File: config.mk
export PLATFORM = sky130hd
export DESIGN_NAME = decoder_2_4_hold
export DESIGN_NICKNAME = d
export VERILOG_FILES = /design/src/rtl/decoder_2_4_hold.sv
export SDC_FILE = /design/constraint.sdc
export NUM_CORES = 1
export LEC_CHECK = 0
export CORE_UTILIZATION = 61
export CTS_CLUSTER_SIZE = 28
export DETAILED_ROUTE_END_ITERATION = 8
export PLACE_DENSITY_LB_ADDON = 0.05
export SLEW_MARGIN = 20
export SYNTH_ARGS = -nofsm -noshare
export SYNTH_HDL_FRONTEND = slang
export SYNTH_SLANG_ARGS = --single-unit
File: constraint.sdc
create_clock -name clk -period 5 [get_ports clk]
set_input_delay 1 -clock clk [delete_from_list [all_inputs] [get_ports clk]]
set_output_delay 1 -clock clk [all_outputs]
set_load 0.03 [all_outputs]
File: src/rtl/decoder_2_4_hold.sv
// Registered 2-to-4 one-hot decoder with valid/ready intake, a programmable
// output hold window and per-code saturating hit counters for bring-up.
module decoder_2_4_hold #(
  parameter int unsigned HOLD  = 4,
  parameter int unsigned CNT_W = 8
) (
  input  logic             clk,
  input  logic             rst,
  input  logic             in_valid,
  input  logic [1:0]       in_code,
  output logic             in_ready,
  output logic [3:0]       dec,
  output logic             dec_valid,
  output logic             busy,
  input  logic             cnt_clr,
  input  logic [1:0]       cnt_sel,
  output logic [CNT_W-1:0] cnt_out
);

  localparam int unsigned HCNT_W = $clog2(HOLD + 1);
  localparam int unsigned N_CODE = 4;

  localparam logic [0:0] S_IDLE = 1'b0;
  localparam logic [0:0] S_HOLD = 1'b1;

  logic [0:0]        state_q, state_d;
  logic [HCNT_W-1:0] hcnt_q, hcnt_d;
  logic [3:0]        dec_q, dec_d;
  logic              dec_valid_q, dec_valid_d;
  logic [CNT_W-1:0]  cnt_q [N_CODE];
  logic [CNT_W-1:0]  cnt_d [N_CODE];
  logic              accept;

  // Ready is a function of state and reset only, never of the input side.
  assign in_ready  = ~rst && (state_q == S_IDLE);
  assign busy      = ~rst && (state_q == S_HOLD);
  assign accept    = in_valid && in_ready;
  assign dec       = dec_q;
  assign dec_valid = dec_valid_q;
  assign cnt_out   = cnt_q[cnt_sel];

  // Next-state: latch the one-hot line on accept, count the hold window down.
  always_comb begin
    state_d     = state_q;
    hcnt_d      = hcnt_q;
    dec_d       = dec_q;
    dec_valid_d = dec_valid_q;
    case (state_q)
      S_IDLE: begin
        if (accept) begin
          dec_d       = 4'(4'b0001 << in_code);
          dec_valid_d = 1'b1;
          hcnt_d      = HCNT_W'(HOLD - 1);
          state_d     = S_HOLD;
        end
      end
      S_HOLD: begin
        if (hcnt_q == '0) begin
          dec_d       = 4'b0000;
          dec_valid_d = 1'b0;
          state_d     = S_IDLE;
        end else begin
          hcnt_d = hcnt_q - HCNT_W'(1);
        end
      end
      default: begin
        dec_d       = 4'b0000;
        dec_valid_d = 1'b0;
        hcnt_d      = '0;
        state_d     = S_IDLE;
      end
    endcase
  end

  // Hit counters: clear wins over history, but a same-cycle accept still lands as 1.
  always_comb begin
    for (int i = 0; i < int'(N_CODE); i++) begin
      cnt_d[i] = cnt_clr ? '0 : cnt_q[i];
      if (accept && (in_code == 2'(i))) begin
        if (cnt_clr) begin
          cnt_d[i] = CNT_W'(1);
        end else if (cnt_q[i] != {CNT_W{1'b1}}) begin
          cnt_d[i] = cnt_q[i] + CNT_W'(1);
        end
      end
    end
  end

  always_ff @(posedge clk) begin
    if (rst) begin
      state_q     <= S_IDLE;
      hcnt_q      <= '0;
      dec_q       <= 4'b0000;
      dec_valid_q <= 1'b0;
      for (int i = 0; i < int'(N_CODE); i++) begin
        cnt_q[i] <= '0;
      end
    end else begin
      state_q     <= state_d;
      hcnt_q      <= hcnt_d;
      dec_q       <= dec_d;
      dec_valid_q <= dec_valid_d;
      for (int i = 0; i < int'(N_CODE); i++) begin
        cnt_q[i] <= cnt_d[i];
      end
    end
  end

endmodule

==> metrics.txt <==
# TYPE chip_impl_metric gauge
chip_impl_metric{name="flow.area_growth_from_synthesis",unit="%"} 15.61
chip_impl_info{name="outcome",value="finished, final reports clean"} 1
chip_impl_info{name="worstSetupStartpointType",value="input pin"} 1
chip_impl_metric{name="route.final.wire_length",unit="mm"} 5.765
chip_impl_metric{name="detailroute.via_count",unit=""} 2059
chip_impl_info{name="cts_tree",value="done"} 1
chip_impl_metric{name="relSlewSlack",unit=""} 0.5174
chip_impl_metric{name="p_leak",unit="nW"} 0.8716
chip_impl_metric{name="grt-ovfl-total",unit=""} 0
chip_impl_info{name="grt_setup_unrepaired",value="no"} 1
chip_impl_metric{name="clkSinkCount",unit=""} 41
chip_impl_metric{name="dpl_worst_slack",unit="ns"} 1.011
chip_impl_metric{name="start_util",unit=""} 0.6521
chip_impl_metric{name="max_freq",unit="GHz"} 0.2524
chip_impl_metric{name="met1_usage",unit=""} 0.4374
chip_impl_metric{name="max_cap_violations",unit=""} 0
chip_impl_metric{name="drive_above_1_share",unit=""} 0.08989
chip_impl_metric{name="dp_cells",unit=""} 305
chip_impl_metric{name="groute.layer.met3.usage",unit=""} 0.08212
chip_impl_metric{name="time_the_final_worst_path_needs_with_i_o_delays_and_setup",unit="ns"} 3.962
chip_impl_metric{name="synthArstFlopShare",unit=""} 0
chip_impl_metric{name="final_worst_path_cycle_share",unit=""} 0.7925
chip_impl_metric{name="clock_latency_at_the_later_pin_of_the_worst_skew_pair",unit="ns"} 0.31
chip_impl_metric{name="slowest_delay",unit="ns"} 0.78
chip_impl_metric{name="synth.cell_area",unit="mm^2"} 0.002245
chip_impl_info{name="worst_path_max_delay_cell",value="clkdlybuf4s50_1"} 1
chip_impl_metric{name="post_dp_cell_area",unit="mm^2"} 0.002484
chip_impl_info{name="cell_family_with_the_largest_share_of_critical_path_delay",value="buffers and inverters"} 1
chip_impl_metric{name="instances_no_fill",unit=""} 313
chip_impl_metric{name="pwr_density_cell",unit="mW/mm^2"} 263.5
chip_impl_metric{name="synthesis.yosys.warnings",unit=""} 0
chip_impl_metric{name="multi_input_logic_area",unit="mm^2"} 0.001363
chip_impl_metric{name="remaining_drc_errors",unit=""} 0
chip_impl_metric{name="pin_count_of_the_biggest_net_entering_global_routing",unit=""} 24
chip_impl_metric{name="globalRouteTotalUtil",unit=""} 0.3193
chip_impl_metric{name="drtAntennaViolNets",unit=""} 0
chip_impl_metric{name="antenna_cells",unit=""} 0
chip_impl_metric{name="placeableCoreArea",unit="mm^2"} 0.003442
chip_impl_metric{name="synth.distinct_cells",unit=""} 52
chip_impl_metric{name="die_x",unit="um"} 62.66
chip_impl_metric{name="post_route_setup_tns",unit="ns"} 0
chip_impl_metric{name="routabilityCongestion",unit=""} 0.9409
chip_impl_metric{name="chipHeight",unit="um"} 62.66
chip_impl_metric{name="ys_seq_elements",unit=""} 41
chip_impl_metric{name="peakVddDrop",unit="V"} 0.0001951
chip_impl_metric{name="syn_inst",unit=""} 247
chip_impl_metric{name="vias_per_cell",unit=""} 6.578
chip_impl_metric{name="tightestPinTransition",unit="ns"} 0.7217
chip_impl_metric{name="path_max_fanout",unit=""} 8
chip_impl_metric{name="hold_buffers",unit=""} 0
chip_impl_metric{name="die-area",unit="mm^2"} 0.003926
chip_impl_metric{name="drt-initial-drc-count",unit=""} 230
chip_impl_info{name="hold_path_class",value="reg2reg"} 1
chip_impl_metric{name="placement.io_buffers",unit=""} 22
chip_impl_metric{name="cts.reportedPaths.clkPinSlew",unit="ns"} 0.08
chip_impl_metric{name="worstPathRequired",unit="ns"} 4.00
chip_impl_metric{name="design.portCount",unit=""} 23
chip_impl_metric{name="register_area",unit="um^2"} 820.8
chip_impl_info{name="critical_path.most_common_cell",value="clkdlybuf4s50_1"} 1
chip_impl_metric{name="grt_first_pass_wirelength",unit="mm"} 9.708
chip_impl_info{name="grt-busiest-layer",value="met2"} 1
chip_impl_metric{name="finalWorstSetupSlack",unit="ns"} 1.038
chip_impl_metric{name="cts_resized",unit=""} 0
chip_impl_metric{name="holdWs",unit="ns"} 0.4522
chip_impl_metric{name="floorplan.rows",unit=""} 21
chip_impl_info{name="primary_flip_flop_cell_chosen_by_synthesis_mapping",value="dfxtp_1"} 1
chip_impl_info{name="critPathKind",value="in2out"} 1
chip_impl_metric{name="fillerInstances",unit=""} 272
chip_impl_metric{name="synth-seq-area-share",unit=""} 0.3657
chip_impl_metric{name="detailedRoute.firstPassIterationCount",unit=""} 4
chip_impl_metric{name="htree_num_levels",unit=""} 2
chip_impl_info{name="crit_path_cell_trace",value="clkdlybuf4s50_1 > mux4_2 > clkdlybuf4s50_1"} 1
chip_impl_metric{name="crit_arrival",unit="ns"} 2.96
chip_impl_metric{name="cts-root-to-sink-buffers",unit=""} 2
chip_impl_metric{name="wl_per_cell",unit="um"} 18.42
chip_impl_metric{name="clock_skew",unit="ns"} 0.009063
chip_impl_metric{name="numCtsBuffers",unit=""} 5
chip_impl_metric{name="grt_antenna_before_repair",unit=""} 0
chip_impl_metric{name="layout.cell_area.non_filler",unit="mm^2"} 0.002595
chip_impl_metric{name="post_cts.repair.setup_buffers",unit=""} 0
chip_impl_metric{name="report.final.setup_viol",unit=""} 0
chip_impl_metric{name="dpl.hpwl",unit="mm"} 4.031
chip_impl_info{name="clock_tree.root_cell",value="clkbuf_8"} 1
chip_impl_metric{name="worst_path_buf_inv",unit=""} 2
chip_impl_metric{name="synth_edf_count",unit=""} 0
chip_impl_metric{name="final_max_slew_violation_count",unit=""} 0
chip_impl_metric{name="number_of_global_route_vias_before_repair",unit=""} 2004
chip_impl_info{name="crit_path_end_kind",value="primary output"} 1
chip_impl_metric{name="hold_viol_final",unit=""} 0
chip_impl_metric{name="synthesis.area_per_instance",unit="um^2"} 9.088
chip_impl_metric{name="nets",unit=""} 280
chip_impl_metric{name="synth_nets",unit=""} 261
chip_impl_metric{name="grt.met2_usage",unit=""} 0.4905
-- cells in the mapped netlist, types with 4 or more instances --
cell type	instances	area share
mux2i_1	5	0.022
mux4_2	8	0.080
dfxtp_1	41	0.37
a21oi_1	18	0.040
nand2_1	19	0.032
or3_1	5	0.014
ha_1	6	0.033
clkbuf_1	6	0.010
nand4_1	5	0.014
a31oi_1	6	0.017
o21ai_0	10	0.022
inv_1	6	0.010
nor4_1	5	0.014
nand3_1	16	0.036
nor2b_1	4	0.011
nor3_1	5	0.011
nor2_1	20	0.033
a311oi_1	5	0.020
a211oi_1	5	0.017
-- registers in the layout (all words and copies together) (netlist names) --
| name | flops |
|---|---|
| dec | 4 |
| state_q | 1 |
| dec_valid | 1 |
| cnt_q | 32 |
| hcnt_q | 3 |
-- path summary, 6_finish.rpt --
path	cells after the start	startpoint	to	slack, ns
min reg2reg	2	dec[1]	dec[1]	0.45
max reg2reg	4	state_q	cnt_q[1][3]	3.04
min	2	dec[1]	dec[1]	0.45
max	3	cnt_sel[0]	cnt_out[4]	1.04
-- per-layer routing --
metal	up-vias	routed length [um]
met5	-	0
met4	0	66
met3	8	429
met2	81	2671
met1	977	2597
li1	993	-
-- cell families after synthesis --
kind of cell | count (synthesis) | share of synthesized area
flops | 41 | 0.3657
xor+xnor | 2 | 0.007805
buf+inv | 16 | 0.02731
compound gates | 60 | 0.1834
fa+ha+maj | 6 | 0.03344
simple gates | 109 | 0.2798
mux | 13 | 0.1026
-- stage by stage --
step,util,power [mW]
6_report,0.7539,0.6838
5_1_grt,0.7539,0.7068
4_1_cts,0.7539,0.6836
3_5_place_dp,0.7216,0.4167
3_3_place_gp,0.7216,0.4157
2_1_floorplan,-,0.3939
-- worst reg2reg max path, delay by kind of cell, from the launching register on --
kind            cells  cell delay (ns)
compound gates      2             0.41
simple gates        2             1.02
flops               1             0.46
-- cell usage in the layout, fill, tap and decap left out, types with 4 or more instances in the layout --
master           instances
dfxtp_1                 41
clkdlybuf4s50_1         22
nor2_1                  20
nand2_1                 19
a21oi_1                 18
nand3_1                 16
o21ai_0                 10
mux4_2                   8
inv_1                    6
a31oi_1                  6
ha_1                     6
a311oi_1                 5
mux2i_1                  5
nor3_1                   5
a211oi_1                 5
nand4_1                  5
or3_1                    5
nor4_1                   5
clkbuf_8                 5
nor2b_1                  4
-- power breakdown --
group / internal [mW] / leakage [nW] / total, mW / switching, mW
combinational: 0.0293 / 0.484 / 0.0689 / 0.0396
sequential: 0.333 / 0.332 / 0.341 / 0.00800
clock: 0.150 / 0.0554 / 0.274 / 0.124
total: 0.512 / 0.872 / 0.684 / 0.171
-- area by class of cell --
cell class                      count  share of cell area
Clock inverter                      2             0.01495
Sequential cell                    41              0.3163
Multi-Input combinational cell    190              0.5251
Tap cell                           46             0.02218
Timing Repair Buffer               22             0.08486
Inverter                            6            0.008679
Clock buffer                        6             0.02797
(Power assumes the default switching activity.)
